[src/rtl/cpu_defs_pkg.sv]
// Shared CPU definitions: fetch FSM states, opcode field geometry, width defaults and
// opcode constants also used by the opcode decoder.
package cpu_defs;

  localparam int unsigned AddrWDef  = 8;
  localparam int unsigned InstrWDef = 16;
  localparam int unsigned OpcodeW   = 5;

  typedef enum logic [1:0] {
    StFetch = 2'b00,
    StLoad  = 2'b01,
    StIdle  = 2'b10,
    StExec  = 2'b11
  } fetch_state_e;

  localparam logic [OpcodeW-1:0] OpNop  = 5'h00;
  localparam logic [OpcodeW-1:0] OpLd   = 5'h01;
  localparam logic [OpcodeW-1:0] OpSt   = 5'h02;
  localparam logic [OpcodeW-1:0] OpAdd  = 5'h03;
  localparam logic [OpcodeW-1:0] OpSub  = 5'h04;
  localparam logic [OpcodeW-1:0] OpJmp  = 5'h05;
  localparam logic [OpcodeW-1:0] OpJz   = 5'h06;
  localparam logic [OpcodeW-1:0] OpJc   = 5'h07;
  localparam logic [OpcodeW-1:0] OpHalt = 5'h1F;

endpackage

[src/rtl/pc_next.sv]
// Next-PC selection: branch resolution and sequential increment (wraps at 2^ADDR_W).
module pc_next #(
  parameter int unsigned ADDR_W = 8
) (
  input  logic [ADDR_W-1:0] pc,
  input  logic [ADDR_W-1:0] target,
  input  logic              ldpc,
  input  logic              jz,
  input  logic              jc,
  input  logic              jump,
  input  logic              zflag,
  input  logic              cflag,
  output logic [ADDR_W-1:0] pc_nxt
);

  logic taken;

  // Resolve branch and pick target, increment, or hold
  always_comb begin
    taken  = jump | (jz & zflag) | (jc & cflag);
    pc_nxt = pc;
    if (ldpc) begin
      pc_nxt = taken ? target : pc + ADDR_W'(1);
    end
  end

endmodule

[src/rtl/fetch_unit.sv]
// Instruction fetch/sequencing unit: owns PC and IR, reads the synchronous instruction
// memory and advances one instruction per step pulse.
// Optional macro FETCH_FREERUN_EN adds a 'run' input that acts as a permanent step in IDLE.
module fetch_unit
  import cpu_defs::*;
#(
  parameter int unsigned ADDR_W  = AddrWDef,
  parameter int unsigned INSTR_W = InstrWDef
) (
  input  logic               clk,
  input  logic               rst,
  input  logic               step,
`ifdef FETCH_FREERUN_EN
  input  logic               run,
`endif
  input  logic               LDPC,
  input  logic               LDIR,
  input  logic               JZ,
  input  logic               JC,
  input  logic               JUMP,
  input  logic               zflag,
  input  logic               cflag,
  input  logic [INSTR_W-1:0] imem_data,
  output logic [ADDR_W-1:0]  imem_addr,
  output logic [ADDR_W-1:0]  PC,
  output logic [INSTR_W-1:0] IR,
  output logic [OpcodeW-1:0] OpCode,
  output logic               exec_en,
  output logic               busy
);

  fetch_state_e       state_q, state_d;
  logic [ADDR_W-1:0]  pc_q, pc_d, pc_nxt;
  logic [INSTR_W-1:0] ir_q, ir_d;
  logic               go;

`ifdef FETCH_FREERUN_EN
  assign go = step | run;
`else
  assign go = step;
`endif

  pc_next #(
    .ADDR_W (ADDR_W)
  ) u_pc_next (
    .pc     (pc_q),
    .target (ir_q[ADDR_W-1:0]),
    .ldpc   (LDPC),
    .jz     (JZ),
    .jc     (JC),
    .jump   (JUMP),
    .zflag  (zflag),
    .cflag  (cflag),
    .pc_nxt (pc_nxt)
  );

  // Next-state, PC and IR update selection
  always_comb begin
    state_d = state_q;
    pc_d    = pc_q;
    ir_d    = ir_q;
    unique case (state_q)
      StFetch: state_d = StLoad;
      StLoad: begin
        ir_d    = imem_data;
        state_d = StIdle;
      end
      StIdle: begin
        if (go) state_d = StExec;
      end
      StExec: begin
        pc_d    = pc_nxt;
        state_d = LDIR ? StFetch : StIdle;
      end
      default: state_d = StFetch;
    endcase
  end

  // State, PC and IR registers; reset aborts any in-flight instruction
  always_ff @(posedge clk or negedge rst) begin
    if (!rst) begin
      state_q <= StFetch;
      pc_q    <= '0;
      ir_q    <= '0;
    end else begin
      state_q <= state_d;
      pc_q    <= pc_d;
      ir_q    <= ir_d;
    end
  end

  // Outputs decoded straight from registers so reset clears them immediately
  always_comb begin
    PC        = pc_q;
    imem_addr = pc_q;
    IR        = ir_q;
    OpCode    = ir_q[INSTR_W-1 -: OpcodeW];
    exec_en   = (state_q == StExec);
    busy      = (state_q == StFetch) || (state_q == StLoad);
  end

endmodule

[config.mk]
export PLATFORM = sky130hd
export DESIGN_NAME = fetch_unit
export DESIGN_NICKNAME = d
export VERILOG_FILES = /design/src/rtl/cpu_defs_pkg.sv /design/src/rtl/pc_next.sv /design/src/rtl/fetch_unit.sv
export SDC_FILE = /design/constraint.sdc
export NUM_CORES = 1
export LEC_CHECK = 0
export ABC_CLOCK_PERIOD_IN_PS = 1250
export CORE_ASPECT_RATIO = 1.1
export CORE_UTILIZATION = 36
export CTS_CLUSTER_SIZE = 24
export DETAILED_ROUTE_END_ITERATION = 12
export PLACE_DENSITY = 0.87
export SLEW_MARGIN = 40
export SYNTH_ARGS = -nofsm -noshare
export SYNTH_HDL_FRONTEND = slang
export SYNTH_SLANG_ARGS = --single-unit
[constraint.sdc]
create_clock -name clk -period 1.25 [get_ports clk]
set_input_delay 0.1875 -clock clk [delete_from_list [all_inputs] [get_ports clk]]
set_output_delay 0.1875 -clock clk [all_outputs]
set_load 0.005 [all_outputs]
==> impl_metrics.ini <==
[detailed_routing]
routed_wl_um = 3720
dr.pass1.iters = 4
via_per_inst = 4.76
drtAntennaViolNets = 0
drc_errors = 0
drtIter0Drc = 37
dr_total_vias = 1384
wire_per_inst_um = 12.8

[global_routing]
grt_max_degree = 27
antenna_found_initial = 0
grt_pass1_vias = 1356
track_usage = 0.208
overflow = 0
grt_pass1_wl_um = 5990

[die]
die_area_mm2 = 0.00383
initial_core_util = 0.382
die_w_um = 59.1
die_h_um = 64.8
core_mm2 = 0.00339
io-pin-count = 65
rows = 22

[final_layout]
num_antenna_cells = 0
nFillCells = 275
layout.cells.non_filler = 291
syn_to_final_growth_pct = 79.6
layout-drive-gt1-share = 0.337
regArea_um2 = 652
layout.nets = 271
multi_input_area_um2 = 583

[sta]
rsz0062_at_grt = true
fin_skew_ps = 4.89
hold_slack_ps = 194
min_period_ps = 1360
drv_slew = 0
hold_viol_final = 0
max_freq_mhz = 734
worst_pin_slew_ps = 354
setup_viol = 6
fin_ws_ps = -113
relSlewSlack = 0.764
fin_crit_sh = 1.09

[synthesis]
synth_area_leaders = dfrtp_1 50%, nand2_1 15%, buf_4 7.6%
synth_top_area_share = 0.503
synth_top_cells_by_count = 53 x nand2_1, 26 x dfrtp_1, 13 x buf_4
synth-edff-count = 0
netlist_instances = 145
synth_fp_nets = 172
yosysWarnings = 0
synth_top_area_cell = dfrtp_1
async_reset_ff_frac = 1.00
synth_area_mm2 = 0.00129
yosysMostFrequentCell = nand2_1
ys_seq_area_frac = 0.503
avgSynthCellArea_um2 = 8.91
synth-seq-cells = 26
synth_cell_types = 25
synth_flop_cell = dfrtp_1

[clock_tree]
cts_tree = done
clk_path_buf_depth = 2
clkTransAtPathRegs_ps = 150
cts_root_buf = clkbuf_4
htree_levels = 1
insertion_delay_ps = 320
cts_sinks = 26
cts_made_buffers = 3

[critical_path]
end_kind = flip-flop
path_cells = buf_6 -> buf_6 -> and4_4 -> nand4_1 -> a21oi_2 -> a2bb2oi_2
crit_buf_inv = 2
ff2ff_path_depth = 6
crit_family = flip-flops
cp-start-kind = flip-flop
path_common_cell = buf_6
timing.rr.start = PC[3]
cp.required_ps = 1510
worst-setup-path-type = flip-flop to flip-flop
cp_slowest_cell = dfrtp_1
r2r_slack_ps = -110
cp_max_fo = 4
critPathMaxStageDelay_ps = 400
arrival_ps = 1630
reg2reg_to = PC[7]

[hold_path]
min-delay-path-class = primary input to async pin

[outcome]
violations = negative setup slack
status = complete, but fails checks

[placed_design]
placedCellCount = 252
gp_congestion = 0.818
dpl.hpwl_um = 2210
numPortBuffers = 64

[power]
p_leak_nw = 1.18
total_power_mw = 5.23
ir_drop_v = 0.00116
p_per_area_mw_per_mm2 = 2250

[flow_run]
maxCapViolCount = 0
[area by class of cell]
type | count | share of cell area
Tap cell | 48 | 0.0259
Timing Repair Buffer | 112 | 0.420
Clock buffer | 4 | 0.0156
Multi-Input combinational cell | 97 | 0.251
Inverter | 4 | 0.00647
Sequential cell | 26 | 0.281
[placed cells by master (no fill, tap or decap), drive strengths merged]
cell,instances
ha,1
inv,4
clkbuf,12
o21ai,5
nand2b,1
nand4,2
o22ai,5
nand2,53
and2,1
and4,1
buf,52
dfrtp,26
nor2b,2
and3,1
o31ai,1
mux2i,2
nand3,5
a21oi,11
nor2,3
dlygate4sd2,30
clkdlybuf4s50,20
clkdlybuf4s15,2
a2bb2oi,2
a221oi,1
[worst register-to-register path: stages (launching register included)]
cell and delay (ps):
dfrtp_1 400, buf_6 110, buf_6 90, and4_4 200
nand4_1 150, a21oi_2 210, a2bb2oi_2 150
[cell families (layout without fill, tap and decap cells)]
| family | Yosys count | in the layout | synth area share |
|---|---|---|---|
| fa+ha+maj | 1 | 1 | 0.00968 |
| compound gates | 25 | 25 | 0.136 |
| mux | 2 | 2 | 0.0155 |
| flops | 26 | 26 | 0.503 |
| simple gates | 69 | 69 | 0.227 |
| buf+inv | 22 | 120 | 0.109 |
[layer usage]
layer  routed length, um  global-route usage
met4                  63              0.0923
met1                1520               0.246
met3                 227              0.0299
met5                   0                   0
met2                1910               0.366
[metrics by stage]
step	cell area, um2	setup TNS (ps)	utilization	worst slack, ps
floorplan	1290	0	-	110
global placement	1980	-2690	0.584	-366
detailed placement	1980	-3180	0.584	-443
CTS	2240	-154	0.661	-119
global route	2320	-676	0.686	-177
finish	2320	-316	0.686	-113
[flip-flops by register name, summed over array words and instances (netlist names)]
name     count
PC           8
state_q      2
IR          16
[what timing repair did]
action                                  in CTS  in global routing
pin swaps                                    9                  7
gates resized for setup                     76                 32
gates cloned                                 1                  1
hold buffers                                 0                  0
setup buffers                               31                  6
endpoints found under the setup margin      46                 28
[how the worst max path moves through the flow]
| stage | from | endpoint | slack (ps) | cells past startpoint |
|---|---|---|---|---|
| finish | PC[3] | PC[7] | -110 | 6 |
| global route | PC[3] | PC[7] | -180 | 6 |
| CTS | state_q[1] | exec_en | -120 | 3 |
| detailed placement | JZ | PC[4] | -440 | 5 |
| global placement | JZ | PC[4] | -370 | 5 |
| floorplan | state_q[0] | IR[0] | 110 | 5 |
[power breakdown]
group	switching (mW)	total, mW	leakage, nW	internal [mW]
Combinational	1.36	3.28	0.845	1.92
Sequential	0.259	1.51	0.310	1.25
Clock	0.257	0.435	0.0210	0.178
Total	1.88	5.23	1.18	3.35
Power figures use the tool's default switching activity.
